`src/rtl/common_enums_pkg.sv`:
```
// Enumerations shared by the chess-screen control blocks.
package common_enums;

  // Phases of a single chess move, from player hand-off to validator answer.
  typedef enum logic [1:0] {
    PLAYER_SEL = 2'd0,
    PIECE_SEL  = 2'd1,
    POS_SEL    = 2'd2,
    MOVE_VAL   = 2'd3
  } move_state_t;

endpackage

```
`src/rtl/move_ctrl_wrap_ctr.sv`:
```
// Modulo-MOD up/down counter for one cursor axis; wraps at both ends.
module wrap_ctr #(
  parameter  int unsigned MOD = 8,
  localparam int unsigned W   = (MOD > 2) ? $clog2(MOD) : 1
) (
  input  logic         clk,
  input  logic         rst,
  input  logic         inc,
  input  logic         dec,
  output logic [W-1:0] val
);

  // Simultaneous inc and dec cancel out and leave the value unchanged.
  always_ff @(posedge clk) begin
    if (rst) begin
      val <= '0;
    end else if (inc && !dec) begin
      val <= (val == W'(MOD - 1)) ? '0 : val + W'(1);
    end else if (dec && !inc) begin
      val <= (val == '0) ? W'(MOD - 1) : val - W'(1);
    end
  end

endmodule

```
`src/rtl/move_ctrl.sv`:
```
// Chess move entry controller: cursor navigation, source/destination latching,
// validator handshake, player rotation and optional per-turn timeout.
module move_ctrl
  import common_enums::*;
#(
  parameter  int unsigned NUM_PLAYERS  = 2,
  parameter  int unsigned BOARD_DIM    = 8,
  parameter  int unsigned TURN_TIMEOUT = 0,
  localparam int unsigned PW = (NUM_PLAYERS > 2) ? $clog2(NUM_PLAYERS) : 1,
  localparam int unsigned CW = (BOARD_DIM > 2) ? $clog2(BOARD_DIM) : 1
) (
  input  logic          clk,
  input  logic          rst,
  input  logic          en,
  input  logic          btn_up,
  input  logic          btn_down,
  input  logic          btn_left,
  input  logic          btn_right,
  input  logic          btn_sel,
  input  logic          btn_cancel,
  input  logic          val_ack,
  input  logic          val_ok,
  output move_state_t   state,
  output logic [PW-1:0] player,
  output logic [CW-1:0] cur_row,
  output logic [CW-1:0] cur_col,
  output logic [CW-1:0] src_row,
  output logic [CW-1:0] src_col,
  output logic [CW-1:0] dst_row,
  output logic [CW-1:0] dst_col,
  output logic          val_req,
  output logic          move_commit,
  output logic          move_reject,
  output logic          turn_timeout
);

  move_state_t   state_d;
  logic [PW-1:0] player_d;
  logic [PW-1:0] player_next_c;
  logic [CW-1:0] src_row_d, src_col_d, dst_row_d, dst_col_d;
  logic          val_req_d, commit_d, reject_d, timeout_d;
  logic          row_inc_c, row_dec_c, col_inc_c, col_dec_c;
  logic          timer_hit_c;
  logic          at_src_c;

  assign player_next_c = (player == PW'(NUM_PLAYERS - 1)) ? '0 : player + PW'(1);
  assign at_src_c      = (cur_row == src_row) && (cur_col == src_col);

  wrap_ctr #(.MOD(BOARD_DIM)) u_row (
    .clk (clk),
    .rst (rst),
    .inc (row_inc_c),
    .dec (row_dec_c),
    .val (cur_row)
  );

  wrap_ctr #(.MOD(BOARD_DIM)) u_col (
    .clk (clk),
    .rst (rst),
    .inc (col_inc_c),
    .dec (col_dec_c),
    .val (cur_col)
  );

  if (TURN_TIMEOUT > 0) begin : g_timer
    localparam int unsigned TW = $clog2(TURN_TIMEOUT + 1);
    logic [TW-1:0] timer;

    assign timer_hit_c = ((state == PIECE_SEL) || (state == POS_SEL)) &&
                         (timer == TW'(TURN_TIMEOUT - 1));

    // Counts enabled selection cycles; cleared on hand-off, held while validating.
    always_ff @(posedge clk) begin
      if (rst) begin
        timer <= '0;
      end else if (en) begin
        if ((state == PLAYER_SEL) || timer_hit_c) begin
          timer <= '0;
        end else if ((state == PIECE_SEL) || (state == POS_SEL)) begin
          timer <= timer + TW'(1);
        end
      end
    end
  end else begin : g_no_timer
    assign timer_hit_c = 1'b0;
  end

  // Next-state and next-output logic; a timeout outranks any button that cycle.
  always_comb begin
    state_d   = state;
    player_d  = player;
    src_row_d = src_row;
    src_col_d = src_col;
    dst_row_d = dst_row;
    dst_col_d = dst_col;
    val_req_d = val_req;
    commit_d  = 1'b0;
    reject_d  = 1'b0;
    timeout_d = 1'b0;
    row_inc_c = 1'b0;
    row_dec_c = 1'b0;
    col_inc_c = 1'b0;
    col_dec_c = 1'b0;
    if (en) begin
      case (state)
        PLAYER_SEL: state_d = PIECE_SEL;
        PIECE_SEL, POS_SEL: begin
          if (timer_hit_c) begin
            timeout_d = 1'b1;
            player_d  = player_next_c;
            state_d   = PLAYER_SEL;
          end else if (btn_cancel) begin
            if (state == POS_SEL) state_d = PIECE_SEL;
          end else if (btn_sel) begin
            if (state == PIECE_SEL) begin
              src_row_d = cur_row;
              src_col_d = cur_col;
              state_d   = POS_SEL;
            end else if (at_src_c) begin
              state_d = PIECE_SEL;
            end else begin
              dst_row_d = cur_row;
              dst_col_d = cur_col;
              val_req_d = 1'b1;
              state_d   = MOVE_VAL;
            end
          end else begin
            row_dec_c = btn_up;
            row_inc_c = btn_down;
            col_dec_c = btn_left;
            col_inc_c = btn_right;
          end
        end
        MOVE_VAL: begin
          if (val_ack) begin
            val_req_d = 1'b0;
            if (val_ok) begin
              commit_d = 1'b1;
              player_d = player_next_c;
              state_d  = PLAYER_SEL;
            end else begin
              reject_d = 1'b1;
              state_d  = POS_SEL;
            end
          end
        end
        default: state_d = PLAYER_SEL;
      endcase
    end
  end

  // State and registered outputs.
  always_ff @(posedge clk) begin
    if (rst) begin
      state        <= PLAYER_SEL;
      player       <= '0;
      src_row      <= '0;
      src_col      <= '0;
      dst_row      <= '0;
      dst_col      <= '0;
      val_req      <= 1'b0;
      move_commit  <= 1'b0;
      move_reject  <= 1'b0;
      turn_timeout <= 1'b0;
    end else begin
      state        <= state_d;
      player       <= player_d;
      src_row      <= src_row_d;
      src_col      <= src_col_d;
      dst_row      <= dst_row_d;
      dst_col      <= dst_col_d;
      val_req      <= val_req_d;
      move_commit  <= commit_d;
      move_reject  <= reject_d;
      turn_timeout <= timeout_d;
    end
  end

endmodule
```
`config.mk`:
```
export PLATFORM = sky130hd
export DESIGN_NAME = move_ctrl
export DESIGN_NICKNAME = d
export VERILOG_FILES = /design/src/rtl/common_enums_pkg.sv /design/src/rtl/move_ctrl_wrap_ctr.sv /design/src/rtl/move_ctrl.sv
export SDC_FILE = /design/constraint.sdc
export NUM_CORES = 1
export LEC_CHECK = 0
export BUFFER_PORTS_ARGS = -buffer_cell sky130_fd_sc_hd__clkbuf_2
export CAP_MARGIN = 20
export CORE_ASPECT_RATIO = 1.75
export CORE_MARGIN = 2
export CORE_UTILIZATION = 47
export CTS_CLUSTER_SIZE = 25
export DETAILED_ROUTE_END_ITERATION = 10
export PLACE_DENSITY_LB_ADDON = 0.05
export SLEW_MARGIN = 15
export SYNTH_ARGS = -nofsm -noshare
export SYNTH_HDL_FRONTEND = slang
export SYNTH_SLANG_ARGS = --single-unit
```
`constraint.sdc`:
```
create_clock -name clk -period 2.1 [get_ports clk]
set_input_delay 0.315 -clock clk [delete_from_list [all_inputs] [get_ports clk]]
set_output_delay 0.315 -clock clk [all_outputs]
set_load 0.03 [all_outputs]
```
==> qor.yml <==
status: "finished clean"
irDropWorstVdd_v: 0.000340
area_delta_synth_final_pct: 18.2
cts_sinks: 24
yosysMostFrequentCell: "dfxtp_1"
dieArea_um2: 3520
antenna_found_initial: 0
max_stage_delay_ps: 400
cp_num_cells: 7
end_kind: "flop"
clk_latency_ps: 270
post-route-period-util_pct: 92.0
place.gp.congestion: 0.905
grt_pass1_wl_mm: 5.48
crit_type: "flop to flop"
max_freq_mhz: 518
track_usage_pct: 20.2
reg2regPathDepth: 7
drt_iter0_drc: 29
p_comb_share_pct: 17.7
syn_avg_cell_area_um2: 8.52
power_mw: 0.901
vias_per_cell: 5.68
synth_async_sr_flop_share_pct: 0
start_util_pct: 48.9
io_pins: 36
power_switching_mw: 0.253
ys.flop_type: "dfxtp_1"
crit_chain: "inv_1 -> ha_1 -> buf_4 -> and3b_1 -> and3_1 -> mux2i_1 -> nor2_1"
synth-edff-count: 0
hold_viol: 0
finalSetupTns_ps: 0
setup_ws_ps: 168
cts_made_buffers: 3
rsz0062_at_grt: "false"
crit_fanout: 7
drtAntennaViolNets: 0
min_delay_path_depth: 2
cts_tree: "done"
cts_setup_buffers: 0
period_needed_ps: 1930
pwr_density_cell_nw_per_um2: 533
grt_max_degree: 25
port_buffers: 34
hp-class: "primary input to flop"
p_int_mw: 0.648
syn_nets: 193
ys_seq_elements: 24
yosysTopAreaCell: "dfxtp_1"
drv_slew: 0
clockBufferDepth: 2
setup_violations: 0
p_leak_nw: 0.797
yosys-top-cells-count: "dfxtp_1, nor2_1, ha_1, a21oi_1, inv_1"
nNetsFinal: 228
synth_seq_area_share_pct: 33.6
r2r_slack_ps: 170
cp_slowest_cell: "and3_1"
pre_cts_ws_ps: 113
root_buffer: "clkbuf_8"
route.detailed.drc: 0
grt_pass1_vias: 1299
skew_ps: 6.28
row_count: 26
grt_overflow: 0
dp.final_hpwl_mm: 2.58
coreArea_um2: 2930
cp.arrival_ps: 2090
yosysWarnings: 0
layout-drive-gt1-share_pct: 23.9
p_seq_share_pct: 52.4
yosys-top-cells-area: "dfxtp_1, ha_1, a21oi_1"
clk_pin_slew_worst_paths_ps: 80
die_w_um: 45.7
routedWlPerCell_um: 14.3
antenna_cells: 0
p_sw_share_pct: 28.1
synth_top_area_share_pct: 33.6
totalWireLength_mm: 3.27
postSynthCellCount: 168
syn_area_um2: 1430
die_h_um: 77.0
required_ps: 2260
num_vias: 1300
htree_levels: 1
dr.pass1.iters: 4
ys_types: 38
path_buf_inv: 2
crit_path_start_kind: "flop"
cap_violations: 0
p_clk_share_pct: 29.9
path_delay_family: "simple AND/OR/NAND/NOR gates"
==> power groups by stage <==
stage	Combinational (mW)	Clock, mW	Sequential (mW)
global placement	0.151	0	0.483
floorplan	0.0926	0	0.497
CTS	0.156	0.282	0.473
detailed placement	0.155	0	0.484
global route	0.176	0.303	0.475
finish	0.159	0.269	0.473
==> sequential cells by signal (all words and copies together), names as in the netlist <==
name	count
dst_col	3
val_req	1
dst_row	3
u_row.val	3
move_commit	1
move_reject	1
src_row	3
src_col	3
state	2
u_col.val	3
player	1
==> cell families (layout without fill, tap and decap cells) <==
kind of cell	count (synthesis)	in the layout	synth area share, %
muxes	7	7	4.98
AOI/OAI and AO/OA	34	34	16.3
DFF	24	24	33.6
buffers and inverters	20	53	6.21
other	1	1	0.262
and+or+nand+nor	59	59	21.0
xor gates and xnor gates	9	9	5.51
adders and majority gates	14	14	12.2
==> path summary, 6_finish.rpt <==
check             startpoint          end
setup / recovery    state[0]   src_row[2]
hold / removal        val_ok  move_reject
setup reg to reg    state[0]   src_row[2]
hold reg to reg      val_req      val_req
==> routing by layer <==
| metal | GRT usage [%] | routed length, um | up-vias |
|---|---|---|---|
| met3 | 3.06 | 122 | 7 |
| met5 | 0 | 0 | - |
| met1 | 21.3 | 1290 | 595 |
| met2 | 37.2 | 1790 | 36 |
| li1 | - | - | 662 |
| met4 | 7.71 | 64 | 0 |
==> cells in the final DEF (no fill, tap or decap), types with 3 or more instances in the layout <==
cell type	synthesis	routed
a211o_1	6	6
a211oi_1	6	6
a21oi_1	13	13
buf_4	1	4
clkbuf_2	0	34
clkbuf_8	0	3
dfxtp_1	24	22
ha_1	14	12
inv_1	12	12
mux2i_1	6	6
nand2_1	11	11
nor2_1	15	14
nor2b_1	5	5
nor3_1	7	7
nor4_1	7	7
xnor2_1	4	4
xor2_1	5	5
==> final cells by class <==
class                      count  area (um^2)
inverter                      12         45.0
timing repair buffer          38          200
tap                           28         35.0
fill                         310         1240
clock buffer                   3         41.3
multi-input combinational    124          887
sequential                    24          483
==> timing repair <==
item,CTS,global route
hold buffers,0,0
endpoints found under the setup margin,0,5
resized for setup,0,4
==> metrics by stage <==
step	area [um^2]	hold slack [ps]	utilization, %	instances
final	1690	249	57.8	229
after global routing	1690	262	57.8	229
after CTS	1670	249	57.2	229
after detailed placement	1630	450	55.8	226
after global placement	1630	455	55.8	226
after floorplan	1440	394	-	168
Note: power is estimated with default switching activity, not from simulation.
